===== src/rtl/delta_encoder_pkg.sv =====
// Shared types for the delta encoder: encoder state and the FIFO entry layout.
package delta_encoder_pkg;

    typedef enum logic {
        KEY   = 1'b0,
        DELTA = 1'b1
    } enc_state_e;

    localparam int unsigned EntryValueBits = 32;

    // Widest entry form; the encoder stores only the low Data_bits+1 value bits.
    typedef struct packed {
        logic                              keyframe;
        logic signed [EntryValueBits-1:0]  value;
    } fifo_entry_t;

endpackage


===== src/rtl/sample_fifo.sv =====
// Synchronous FIFO with occupancy count; simultaneous push and pop allowed when full.
module sample_fifo #(
    parameter int unsigned Width = 8,
    parameter int unsigned Depth = 4
) (
    input  logic                       clk_i,
    input  logic                       rst_i,
    input  logic                       push,
    input  logic [Width-1:0]           push_data,
    input  logic                       pop,
    output logic [Width-1:0]           pop_data,
    output logic                       full,
    output logic                       empty,
    output logic [$clog2(Depth):0]     level
);

    localparam int unsigned AddrBits  = $clog2(Depth);
    localparam int unsigned LevelBits = AddrBits + 1;
    localparam logic [LevelBits-1:0] LevelFull = LevelBits'(Depth);

    logic [Width-1:0]     mem [Depth];
    logic [AddrBits-1:0]  wr_ptr_q;
    logic [AddrBits-1:0]  rd_ptr_q;
    logic [LevelBits-1:0] level_q;
    logic                 do_push;
    logic                 do_pop;

    assign empty    = (level_q == '0);
    assign full     = (level_q == LevelFull);
    assign do_pop   = pop && !empty;
    assign do_push  = push && (!full || do_pop);
    assign pop_data = mem[rd_ptr_q];
    assign level    = level_q;

    always_ff @(posedge clk_i) begin
        if (rst_i) begin
            wr_ptr_q <= '0;
            rd_ptr_q <= '0;
            level_q  <= '0;
        end else begin
            if (do_push) wr_ptr_q <= wr_ptr_q + 1'b1;
            if (do_pop)  rd_ptr_q <= rd_ptr_q + 1'b1;
            case ({do_push, do_pop})
                2'b10:   level_q <= level_q + 1'b1;
                2'b01:   level_q <= level_q - 1'b1;
                default: level_q <= level_q;
            endcase
        end
    end

    always_ff @(posedge clk_i) begin
        if (!rst_i && do_push) mem[wr_ptr_q] <= push_data;
    end

endmodule


===== src/rtl/delta_encoder.sv =====
// Frame-based delta encoder: keyframe raw sample, then exact deltas, into an output FIFO.
module delta_encoder
    import delta_encoder_pkg::*;
#(
    parameter int unsigned Data_bits  = 10,
    parameter int unsigned Frame_len  = 256,
    parameter int unsigned Fifo_depth = 4
) (
    input  logic                            clk_i,
    input  logic                            rst_i,
    input  logic [Data_bits-1:0]            data_in,
    input  logic                            data_valid_i,
    output logic [Data_bits:0]              data_out,
    output logic                            data_valid_o,
    input  logic                            data_ready_i,
    output logic                            keyframe_o,
    output logic                            overflow_o,
    output logic [$clog2(Fifo_depth):0]     fifo_level_o
);

    localparam int unsigned OutBits   = Data_bits + 1;
    localparam int unsigned EntryBits = Data_bits + 2;
    localparam int unsigned LevelBits = $clog2(Fifo_depth) + 1;
    localparam int unsigned CntBits   = $clog2(Frame_len + 1);
    localparam logic [CntBits-1:0] FrameLast = CntBits'(Frame_len);
    localparam logic [CntBits-1:0] CntFirst  = CntBits'(1);

    enc_state_e             state_q;
    logic [CntBits-1:0]     frame_cnt_q;
    logic [CntBits-1:0]     frame_cnt_inc;
    logic [Data_bits-1:0]   prev_q;
    logic                   overflow_q;

    logic                   fifo_full;
    logic                   fifo_empty;
    logic                   pop;
    logic                   accept;
    logic                   drop;
    logic [OutBits-1:0]     raw_ext;
    logic [OutBits-1:0]     delta;
    logic [EntryBits-1:0]   push_entry;
    logic [EntryBits-1:0]   head_entry;
    logic [LevelBits-1:0]   level;

    assign pop    = !fifo_empty && data_ready_i;
    assign accept = data_valid_i && (!fifo_full || pop);
    assign drop   = data_valid_i && fifo_full && !pop;

    // One extra bit makes the difference of two Data_bits values exact.
    assign raw_ext       = {data_in[Data_bits-1], data_in};
    assign delta         = raw_ext - {prev_q[Data_bits-1], prev_q};
    assign frame_cnt_inc = frame_cnt_q + 1'b1;

    always_comb begin
        push_entry = '0;
        if (state_q == KEY) push_entry = {1'b1, raw_ext};
        else                push_entry = {1'b0, delta};
    end

    always_ff @(posedge clk_i) begin
        if (rst_i) begin
            state_q     <= KEY;
            frame_cnt_q <= '0;
            prev_q      <= '0;
            overflow_q  <= 1'b0;
        end else if (accept) begin
            prev_q <= data_in;
            if (state_q == KEY) begin
                frame_cnt_q <= CntFirst;
                state_q     <= (CntFirst == FrameLast) ? KEY : DELTA;
            end else begin
                frame_cnt_q <= frame_cnt_inc;
                state_q     <= (frame_cnt_inc == FrameLast) ? KEY : DELTA;
            end
        end else if (drop) begin
            // A lost sample breaks the delta chain; restart with a keyframe.
            overflow_q  <= 1'b1;
            state_q     <= KEY;
            frame_cnt_q <= '0;
        end
    end

    sample_fifo #(
        .Width (EntryBits),
        .Depth (Fifo_depth)
    ) u_fifo (
        .clk_i     (clk_i),
        .rst_i     (rst_i),
        .push      (accept),
        .push_data (push_entry),
        .pop       (pop),
        .pop_data  (head_entry),
        .full      (fifo_full),
        .empty     (fifo_empty),
        .level     (level)
    );

    assign data_valid_o = !fifo_empty;
    assign data_out     = fifo_empty ? '0 : head_entry[OutBits-1:0];
    assign keyframe_o   = !fifo_empty && head_entry[EntryBits-1];
    assign overflow_o   = overflow_q;
    assign fifo_level_o = level;

endmodule


===== config.mk =====
export PLATFORM = sky130hd
export DESIGN_NAME = delta_encoder
export DESIGN_NICKNAME = d
export VERILOG_FILES = /design/src/rtl/delta_encoder_pkg.sv /design/src/rtl/sample_fifo.sv /design/src/rtl/delta_encoder.sv
export SDC_FILE = /design/constraint.sdc
export NUM_CORES = 1
export LEC_CHECK = 0
export CAP_MARGIN = 40
export CELL_PAD_IN_SITES_DETAIL_PLACEMENT = 0
export CELL_PAD_IN_SITES_GLOBAL_PLACEMENT = 1
export CORE_MARGIN = 2
export CORE_UTILIZATION = 50
export DETAILED_ROUTE_END_ITERATION = 6
export PLACE_DENSITY_LB_ADDON = 0.1
export SLEW_MARGIN = 20
export SYNTH_ARGS = -nofsm -noshare
export SYNTH_HDL_FRONTEND = slang
export SYNTH_SLANG_ARGS = --single-unit
export TNS_END_PERCENT = 10

===== constraint.sdc =====
create_clock -name clk_i -period 7.5 [get_ports clk_i]
set_input_delay 0.75 -clock clk_i [delete_from_list [all_inputs] [get_ports clk_i]]
set_output_delay 0.75 -clock clk_i [all_outputs]
set_load 0.05 [all_outputs]

Yosys cells after proc, flatten, opt, wreduce, memory -nomap -nowiden. Memories as Yosys holds them, arrays and structs flattened. A register that Yosys moved wholly into a read port is not among the register bits. Index checks and enable logic that the tools add are counted.

Add/sub/neg operators: 6. Equality and inequality tests: 4. Multiplexer cells: 14. Bitwise logic cells: 1. Reduce and logical (&&, ||, !) cells: 18.

Operator list (count): 9-bit two-way mux (3); 12-bit two-way mux (1); 11-bit two-way mux (1); 10-bit by 10-bit subtractor with 11-bit output (1); 9-bit by 1-bit adder with 9-bit output (second input constant) (1); 9-bit == test (second input constant) (1); 1-bit logical AND (8); 1-bit two-way mux (6); 3-bit case mux with 2 select lines (1); 2-bit by 1-bit adder with 2-bit output (second input constant) (2); 1-bit logical NOT (4); 2-bit two-way mux (2); 2-bit nonzero test (2); 3-bit by 1-bit adder with 3-bit output (second input constant) (1); 3-bit == test (second input constant) (1); 3-bit logical NOT (1); 3-bit by 1-bit subtractor with 3-bit output (second input constant) (1); 2-bit by 1-bit == test with 1-bit output (second input constant) (1); 2-bit == test (second input constant) (1); 1-bit logical OR (2); 2-bit AND reduction (1); 1-bit inverter (1).

Flip-flop bits (word level): 28. RAM bits: 48. Input bits: 14. Output and inout port bits: 17. Logic and storage cells: 51. Memories kept: 1.

Memories: u_fifo.mem (depth 4, width 12, read ports 1, clocked after Yosys merged registers in 1, write ports 1, RTL line sample_fifo.sv:21) `logic [Width-1:0] mem [Depth];`.

Longest topological paths before layout. Gate-level depths: netlist of run 1.

Word-level depth: 9. Mapped depth: 11. Mapped depth without buffers: 9.

By module. A second synthesis of run 1 with hierarchy kept.

Cells, all modules: 339. Area total of the unflattened synthesis: 3991.3 um^2.

By module, submodules not included: sample_fifo (times used 1, cells an instance 128, area an instance 2287.2 um^2, sequential area each 1621.6 um^2); delta_encoder (times used 1, cells an instance 211, area an instance 1704.1 um^2, sequential area each 420.4 um^2).

Worst setup path before layout of run 1. Ideal clock, no wire load.

Path kind: input to register. Start point: in data_ready_i. End point: reg u_fifo.level_q[2], in the netlist u_fifo.level[2]. Setup time: 0.072 ns. Data arrival time: 2.824 ns. Data required time: 7.428 ns. Path slack: 4.604 ns. Cell stages on the path: 11. Buffers on the path: 2. Cells stage by stage: or4b_4 -> and2_1 -> buf_6 -> clkinv_4 -> buf_8 -> ha_1 -> inv_1 -> fa_1 -> xor2_1 -> or3_1 -> a21oi_1.

Cells in the longest elaborated chain, start to end: 6. Elaborated cells between the ends (all ways): 10. Classes of those cells: 2 x eq/ne; 1 x mux; 7 x reduce/logical.

RTL lines: from (decl) (RTL line delta_encoder.sv:15) `input logic data_ready_i,`; 1-bit logical AND (*) (RTL line delta_encoder.sv:45) `assign pop = !fifo_empty && data_ready_i;`; 1-bit logical OR or 1-bit logical AND (tied branches) (RTL line delta_encoder.sv:46, sample_fifo.sv:30); 1-bit logical AND or 1-bit logical OR (tied branches) (RTL line delta_encoder.sv:46, sample_fifo.sv:31); 1-bit logical AND (RTL line sample_fifo.sv:31) `assign do_push = push && (!full || do_pop);`; 2-bit by 1-bit == test with 1-bit output or 2-bit == test (tied branches) (RTL line sample_fifo.sv:43) `case ({do_push, do_pop})`; 3-bit case mux with 2 select lines or 2-bit nonzero test (tied branches); to (signal assigned) (RTL line sample_fifo.sv:44) `2'b10: level_q <= level_q + 1'b1;`; to (signal assigned) (RTL line sample_fifo.sv:45) `2'b01: level_q <= level_q - 1'b1;`; to (signal assigned) (RTL line sample_fifo.sv:46) `default: level_q <= level_q;`; to (decl) (RTL line sample_fifo.sv:24) `logic [LevelBits-1:0] level_q;`.

Every way passes the cells marked *; elsewhere a longest branch is shown, timed or not. A chain may end at the register's enable or synchronous reset.

==> results_dict.tcl, run 1 <==
set metrics [dict create \
    status "complete, no violations" \
    postCtsSetupRepairBufs 0 \
    ys_ff_latch 78 \
    setup_ws_ns 4.26 \
    fmax_mhz 308 \
    cts_tree "yes" \
    ys_seq_area_share_pct 53.4 \
    fin_area_mm2 0.00440 \
    wire_per_inst_um 15.3 \
    diodes 0 \
    irDropWorstVdd_uv 178 \
    fin_skew_ns 0.0157 \
    cp_max_fo 8 \
    routed_via_density 5.45 \
    place.gp.congestion 0.753 \
    wl_mm 7.16 \
    die_area_mm2 0.00837 \
    required_ns 6.75 \
    avgSynthCellArea_um2 11.5 \
    worst_pin_slew_ns 0.806 \
    syn_to_final_growth_pct 15.0 \
    rsz0062_at_grt "no" \
    grt_pass1_wl_mm 12.3 \
    vias 2543 \
    grt_pass1_vias 2462 \
    syn_area_mm2 0.00383 \
    clk_latency_ns 0.35 \
    worstSetupPathType "reg2out" \
    place_ws_ns 3.93 \
    drcViolationCount 0 \
    layout-drive-gt1-share_pct 10.3 \
    synth_nets 367 \
    htreeDepth 3 \
    post-dp-hpwl_mm 5.03 \
    max_slew_margin_pct 45.6 \
    cts.repair.resized 0 \
    reg2reg_from "u_fifo.level[0]$_SDFFE_PP0P_" \
    port_buffers 30 \
    core_mm2 0.00733 \
    drt-pass1-iter-count 4 \
    final_common_cell "edfxtp_1" \
    grt_usage_pct 19.1 \
    finalCriticalPeriod_ns 3.24 \
    cts_hold_buf 0 \
    finalMaxSlewViolations 0 \
    synth.distinct_cells 45 \
    power_mw 1.34 \
    seq_area_mm2 0.00204 \
    syn-instance-count 334 \
    dpl_cell_area_mm2 0.00420 \
    cts.sinks 78 \
    yosys_warnings 0 \
    die_h_um 91.5 \
    hold_start "prev_q[0]$_SDFFE_PP0P_" \
    hp-class "reg2reg" \
    fin_crit_sh_pct 43.2 \
    ant_nets 0 \
    multi_input_area_mm2 0.00163 \
    synth_area_leaders "edfxtp_1 38%, dfxtp_1 16%, mux4_2 7.1%, ha_1 5.6%, nand2_1 3.9%" \
    synth_top_area_share_pct 37.7 \
    clk_pin_slew_ns 0.08 \
    yosys.area.top_type "edfxtp_1" \
    initial_core_util_pct 52.2 \
    cts_inserted_buffers 9 \
    clk_path_buf_depth 2 \
    power.density_mw_per_mm2 305 \
    dpl.cell_count 451 \
    stdcell_count 467 \
    synth-edff-count 48 \
    async_reset_ff_share_pct 0 \
    critPathCaptureType "output port" \
    final_cell_mix "48 x edfxtp_1, 40 x nand2_1, 30 x dfxtp_1, 30 x clkdlybuf4s50_1, 21 x nor2_1" \
    die_x_um 91.5 \
    maxCapViolations 0 \
    ys.flop_type "edfxtp_1" \
    drt-initial-drc-count 188 \
    grt_antenna_before_repair 0 \
    power_leakage_nw 1.50 \
    finalHoldViolCount 0 \
    arrival_ns 2.49 \
    io_pins 31 \
    row_count 31 \
    nets 396 \
    finalSetupViolCount 0 \
    grt_overflow 0 \
    clockRootBuffer "clkbuf_8" \
    grt_start_max_net_pins 17 \
    start_kind "flip-flop" \
    fill_cells 598 \
    finalSetupTns_ns 0 \
]
## final cells by class
| type | instances | share of cell area (%) |
|---|---|---|
| flip-flops and latches | 78 | 46.4 |
| multi-input cells | 223 | 37.1 |
| repair buffers | 32 | 7.50 |
| clock buffers | 10 | 2.90 |
| well taps | 99 | 2.81 |
| inverters | 19 | 1.73 |
| clock inverters | 6 | 1.59 |
## critical path: stages, from the launching register on
cell,delay [ns]
dfxtp_1,0.57
buf_8,0.21
mux4_2,0.51
and2_1,0.17
clkdlybuf4s50_1,0.69
## per-layer routing
layer  global-route usage (%)  wire, µm  up-vias
met3                     3.07       202        9
met5                        0         0        -
met1                     26.0      3430     1210
met2                     29.4      3400       49
met4                     9.72       124        0
li1                         -         -     1275
## report_power, final
part	internal, mW	switching (mW)	total [mW]	leakage, nW
Sequential	0.496	0.0306	0.526	0.681
Clock	0.156	0.161	0.317	0.0895
Combinational	0.194	0.307	0.501	0.734
Total	0.846	0.499	1.34	1.50
## path summary, 6_finish.rpt
kind	endpoint	slack, ns	cells after the start
worst max-delay path	data_out[10]	4.26	4
worst min-delay path	prev_q[0]$_SDFFE_PP0P_	0.46	2
worst max register to register	u_fifo.level[2]$_SDFFE_PP0P_	4.69	9
worst min register to register	prev_q[0]$_SDFFE_PP0P_	0.46	2
## cell families after synthesis
group / count (synthesis) / share of synthesized area [%]
buffers and inverters: 33 / 3.99
AND/OR/NAND/NOR: 112 / 14.3
XOR/XNOR: 10 / 2.29
AO/OA/AOI/OAI: 68 / 11.8
adder cells (fa/ha/maj): 19 / 6.61
multiplexers: 14 / 7.65
flip-flops: 78 / 53.4
## flip-flops by register name, summed over array words and instances (netlist names), named ones only
register and count:
u_fifo.mem 48, prev_q 10, frame_cnt_q 9, u_fifo.level 3
u_fifo.rd_ptr_q 2, u_fifo.wr_ptr_q 2, overflow_o 1, state_q 1
## cell usage after synthesis, types with 2 or more instances
master    instances
a21oi_2           4
o31ai_1           8
clkbuf_1          7
buf_2             4
edfxtp_1         48
ha_1             17
dfxtp_1          30
a31oi_1           2
mux4_2           12
xor2_1            5
nand3_1           5
o21a_1            7
inv_1            18
o41ai_1           2
a211o_1           2
nand2_1          40
nand4_1           5
o211ai_1          3
nor2_1           21
nor2b_1           7
and2_1           18
xnor2_1           5
mux2_2            2
a21o_1            2
a22o_1            2
or3_1             3
nor3_1            7
a21oi_1          19
fa_1              2
o21ai_0          11
a221oi_1          2
## per-stage QoR
step / hold slack, ns / util, %
after global placement: 0.444 / 56.9
after floorplan: 0.436 / -
final: 0.464 / 60.0
after global routing: 0.480 / 60.0
after CTS: 0.467 / 60.0
after detailed placement: 0.455 / 57.3
Power figures use the tool's default switching activity.
==> run 2: changes to the inputs <==
--- a/config.mk
+++ b/config.mk
@@ -9,7 +9,7 @@
 export CELL_PAD_IN_SITES_DETAIL_PLACEMENT = 0
 export CELL_PAD_IN_SITES_GLOBAL_PLACEMENT = 1
 export CORE_MARGIN = 2
-export CORE_UTILIZATION = 50
+export CORE_UTILIZATION = 47
 export DETAILED_ROUTE_END_ITERATION = 6
 export PLACE_DENSITY_LB_ADDON = 0.1
 export SLEW_MARGIN = 20
==> constraint.sdc (replaced) <==
create_clock -name clk_i -period 3 [get_ports clk_i]
set_input_delay 0.3 -clock clk_i [delete_from_list [all_inputs] [get_ports clk_i]]
set_output_delay 0.3 -clock clk_i [all_outputs]
set_load 0.05 [all_outputs]
==> run 2 against run 1 <==
Compared with the run above: critical path depth did not move; clock skew is 0.0079 ns lower; largest cell class unchanged; count of clock-buffer cells in the layout unchanged; first-iteration DRC count fell by 41%; highest routed layer unchanged; sequential share of layout area decreased by 0.46 points; worst hold slack lost 0.0058 ns; combinational power grew to 2.5 times the previous value; non-clock buffer count increased by 4; routed wire length up 0.46%; global-route usage shrank 0.55 points.
==> results_dict.tcl, run 2 (synthesized netlist as in run 1, its figures left out) <==
set metrics [dict create \
    worst_pin_slew_ns 0.673 \
    cts_hold_buf 0 \
    power_leakage_nw 1.54 \
    cts.repair.resized 0 \
    drt-pass1-iter-count 4 \
    hold_start "prev_q[9]$_SDFFE_PP0P_" \
    postCtsSetupRepairBufs 0 \
    required_ns 2.70 \
    clk_latency_ns 0.35 \
    whs_path_depth 2 \
    finalCriticalPeriod_ns 2.64 \
    irDropWorstVdd_uv 553 \
    io_pins 31 \
    reg2reg_from "prev_q[0]$_SDFFE_PP0P_" \
    wl_mm 7.19 \
    ant_nets 0 \
    syn_to_final_growth_pct 16.2 \
    largest_reg_flops 48 \
    finalSetupTns_ns 0 \
    port_buffers 30 \
    diodes 0 \
    r2r.worst_path.cells 8 \
    final_cell_mix "48 x edfxtp_1, 40 x nand2_1, 30 x dfxtp_1, 30 x clkdlybuf4s50_1, 21 x nor2_1" \
    reg_top3 "u_fifo.mem (48), prev_q (10), frame_cnt_q (9)" \
    grt_antenna_before_repair 0 \
    clockRootBuffer "clkbuf_8" \
    cts_tree "yes" \
    worstSetupPathType "reg2out" \
    row_count 32 \
    fmax_mhz 379 \
    arrival_ns 2.34 \
    finalMaxSlewViolations 0 \
    drcViolationCount 0 \
    rsz0062_at_grt "no" \
    vias 2538 \
    post-dp-hpwl_mm 5.13 \
    r2r_end "u_fifo.mem[3][6]$_DFFE_PP_" \
    maxCapViolations 0 \
    layout-drive-gt1-share_pct 11.3 \
    grt_start_max_net_pins 23 \
    fin_skew_ns 0.00779 \
    htreeDepth 3 \
    initial_core_util_pct 49.0 \
    status "complete, no violations" \
    rrSetupSlack_ns 0.56 \
    core_mm2 0.00781 \
    die_x_um 94.2 \
    grt_pass1_vias 2516 \
    min_to "prev_q[9]$_SDFFE_PP0P_" \
    critPathCaptureType "output port" \
    setup_ws_ns 0.362 \
    final_common_cell "edfxtp_1" \
    max_slew_margin_pct 55.1 \
    wire_per_inst_um 15.2 \
    place_ws_ns 0.103 \
    drt-initial-drc-count 111 \
    start_kind "flip-flop" \
    die_area_mm2 0.00888 \
    grt_pass1_wl_mm 12.4 \
    cts_inserted_buffers 9 \
    finalSetupViolCount 0 \
    clk_path_buf_depth 2 \
    nets 400 \
    routed_via_density 5.35 \
    hp-class "reg2reg" \
    clk_pin_slew_ns 0.08 \
    cp_max_fo 12 \
    power.density_mw_per_mm2 771 \
    top_register "u_fifo.mem" \
    cts.sinks 78 \
    finalHoldViolCount 0 \
    fin_crit_sh_pct 87.9 \
    place.gp.congestion 0.785 \
    grt_overflow 0 \
    grt_usage_pct 18.5 \
    die_h_um 94.2 \
]
-- run 2: changes by cell type in the layout (fill, tap and decap cells not counted), sizes merged --
cell	before	now
buf	2	6
clkinv	1	4
clkinvlp	3	0
bufinv	1	2
inv	20	19
-- run 2: where the power goes --
| part | internal [mW] | leakage (nW) | switching, mW |
|---|---|---|---|
| Sequential | 1.24 | 0.681 | 0.0607 |
| Combinational | 0.485 | 0.749 | 0.783 |
| Clock | 0.476 | 0.111 | 0.384 |
-- run 2: final cells by class --
class / instances / area, µm²
Clock buffer: 10 / 128
Sequential cell: 78 / 2040
Timing Repair Buffer: 36 / 345
Multi-Input combinational cell: 223 / 1630
Fill cell: 682 / 3360
Clock inverter: 6 / 95.1
Inverter: 19 / 76.3
Tap cell: 102 / 128
-- run 2: per-layer routing --
| layer | part of all wire (%) | vias up | global-route usage (%) |
|---|---|---|---|
| li1 | - | 1284 | - |
| met1 | 48 | 1192 | 24.5 |
| met2 | 46 | 52 | 29.7 |
| met3 | 3.5 | 10 | 3.53 |
| met4 | 1.7 | 0 | 8.21 |
| met5 | 0 | - | 0 |
-- run 2: worst max-delay path by stage --
stage	slack, ns	startpoint	cells after the start	end
2_1_floorplan	0.16	u_fifo.level[2]$_SDFFE_PP0P_	11	u_fifo.level[2]$_SDFFE_PP0P_
3_3_place_gp	0.23	data_in[0]	10	u_fifo.mem[0][6]$_DFFE_PP_
3_5_place_dp	0.10	data_in[0]	10	u_fifo.mem[0][6]$_DFFE_PP_
4_1_cts	0.29	flip-flop	3	data_out[1]
5_1_grt	0.22	data_in[0]	10	u_fifo.mem[1][6]$_DFFE_PP_
6_report	0.36	flip-flop	4	data_out[1]
-- run 2: critical path: stages (launching register included) --
cell and delay [ns]:
dfxtp_1 0.31, buf_4 0.26, mux4_2 0.55, and2_1 0.17, clkdlybuf4s50_1 0.69
-- run 2: per-stage QoR --
step	hold slack [ns]	power, mW	std cells	instance area, µm²	utilization [%]
finish	0.458	3.43	474	4450	56.9
global route	0.483	3.61	474	4450	56.9
CTS	0.461	3.47	474	4450	56.9
detailed placement	0.449	2.61	458	4220	54.1
global placement	0.442	2.60	458	4220	54.1
floorplan	0.436	2.23	334	3830	-
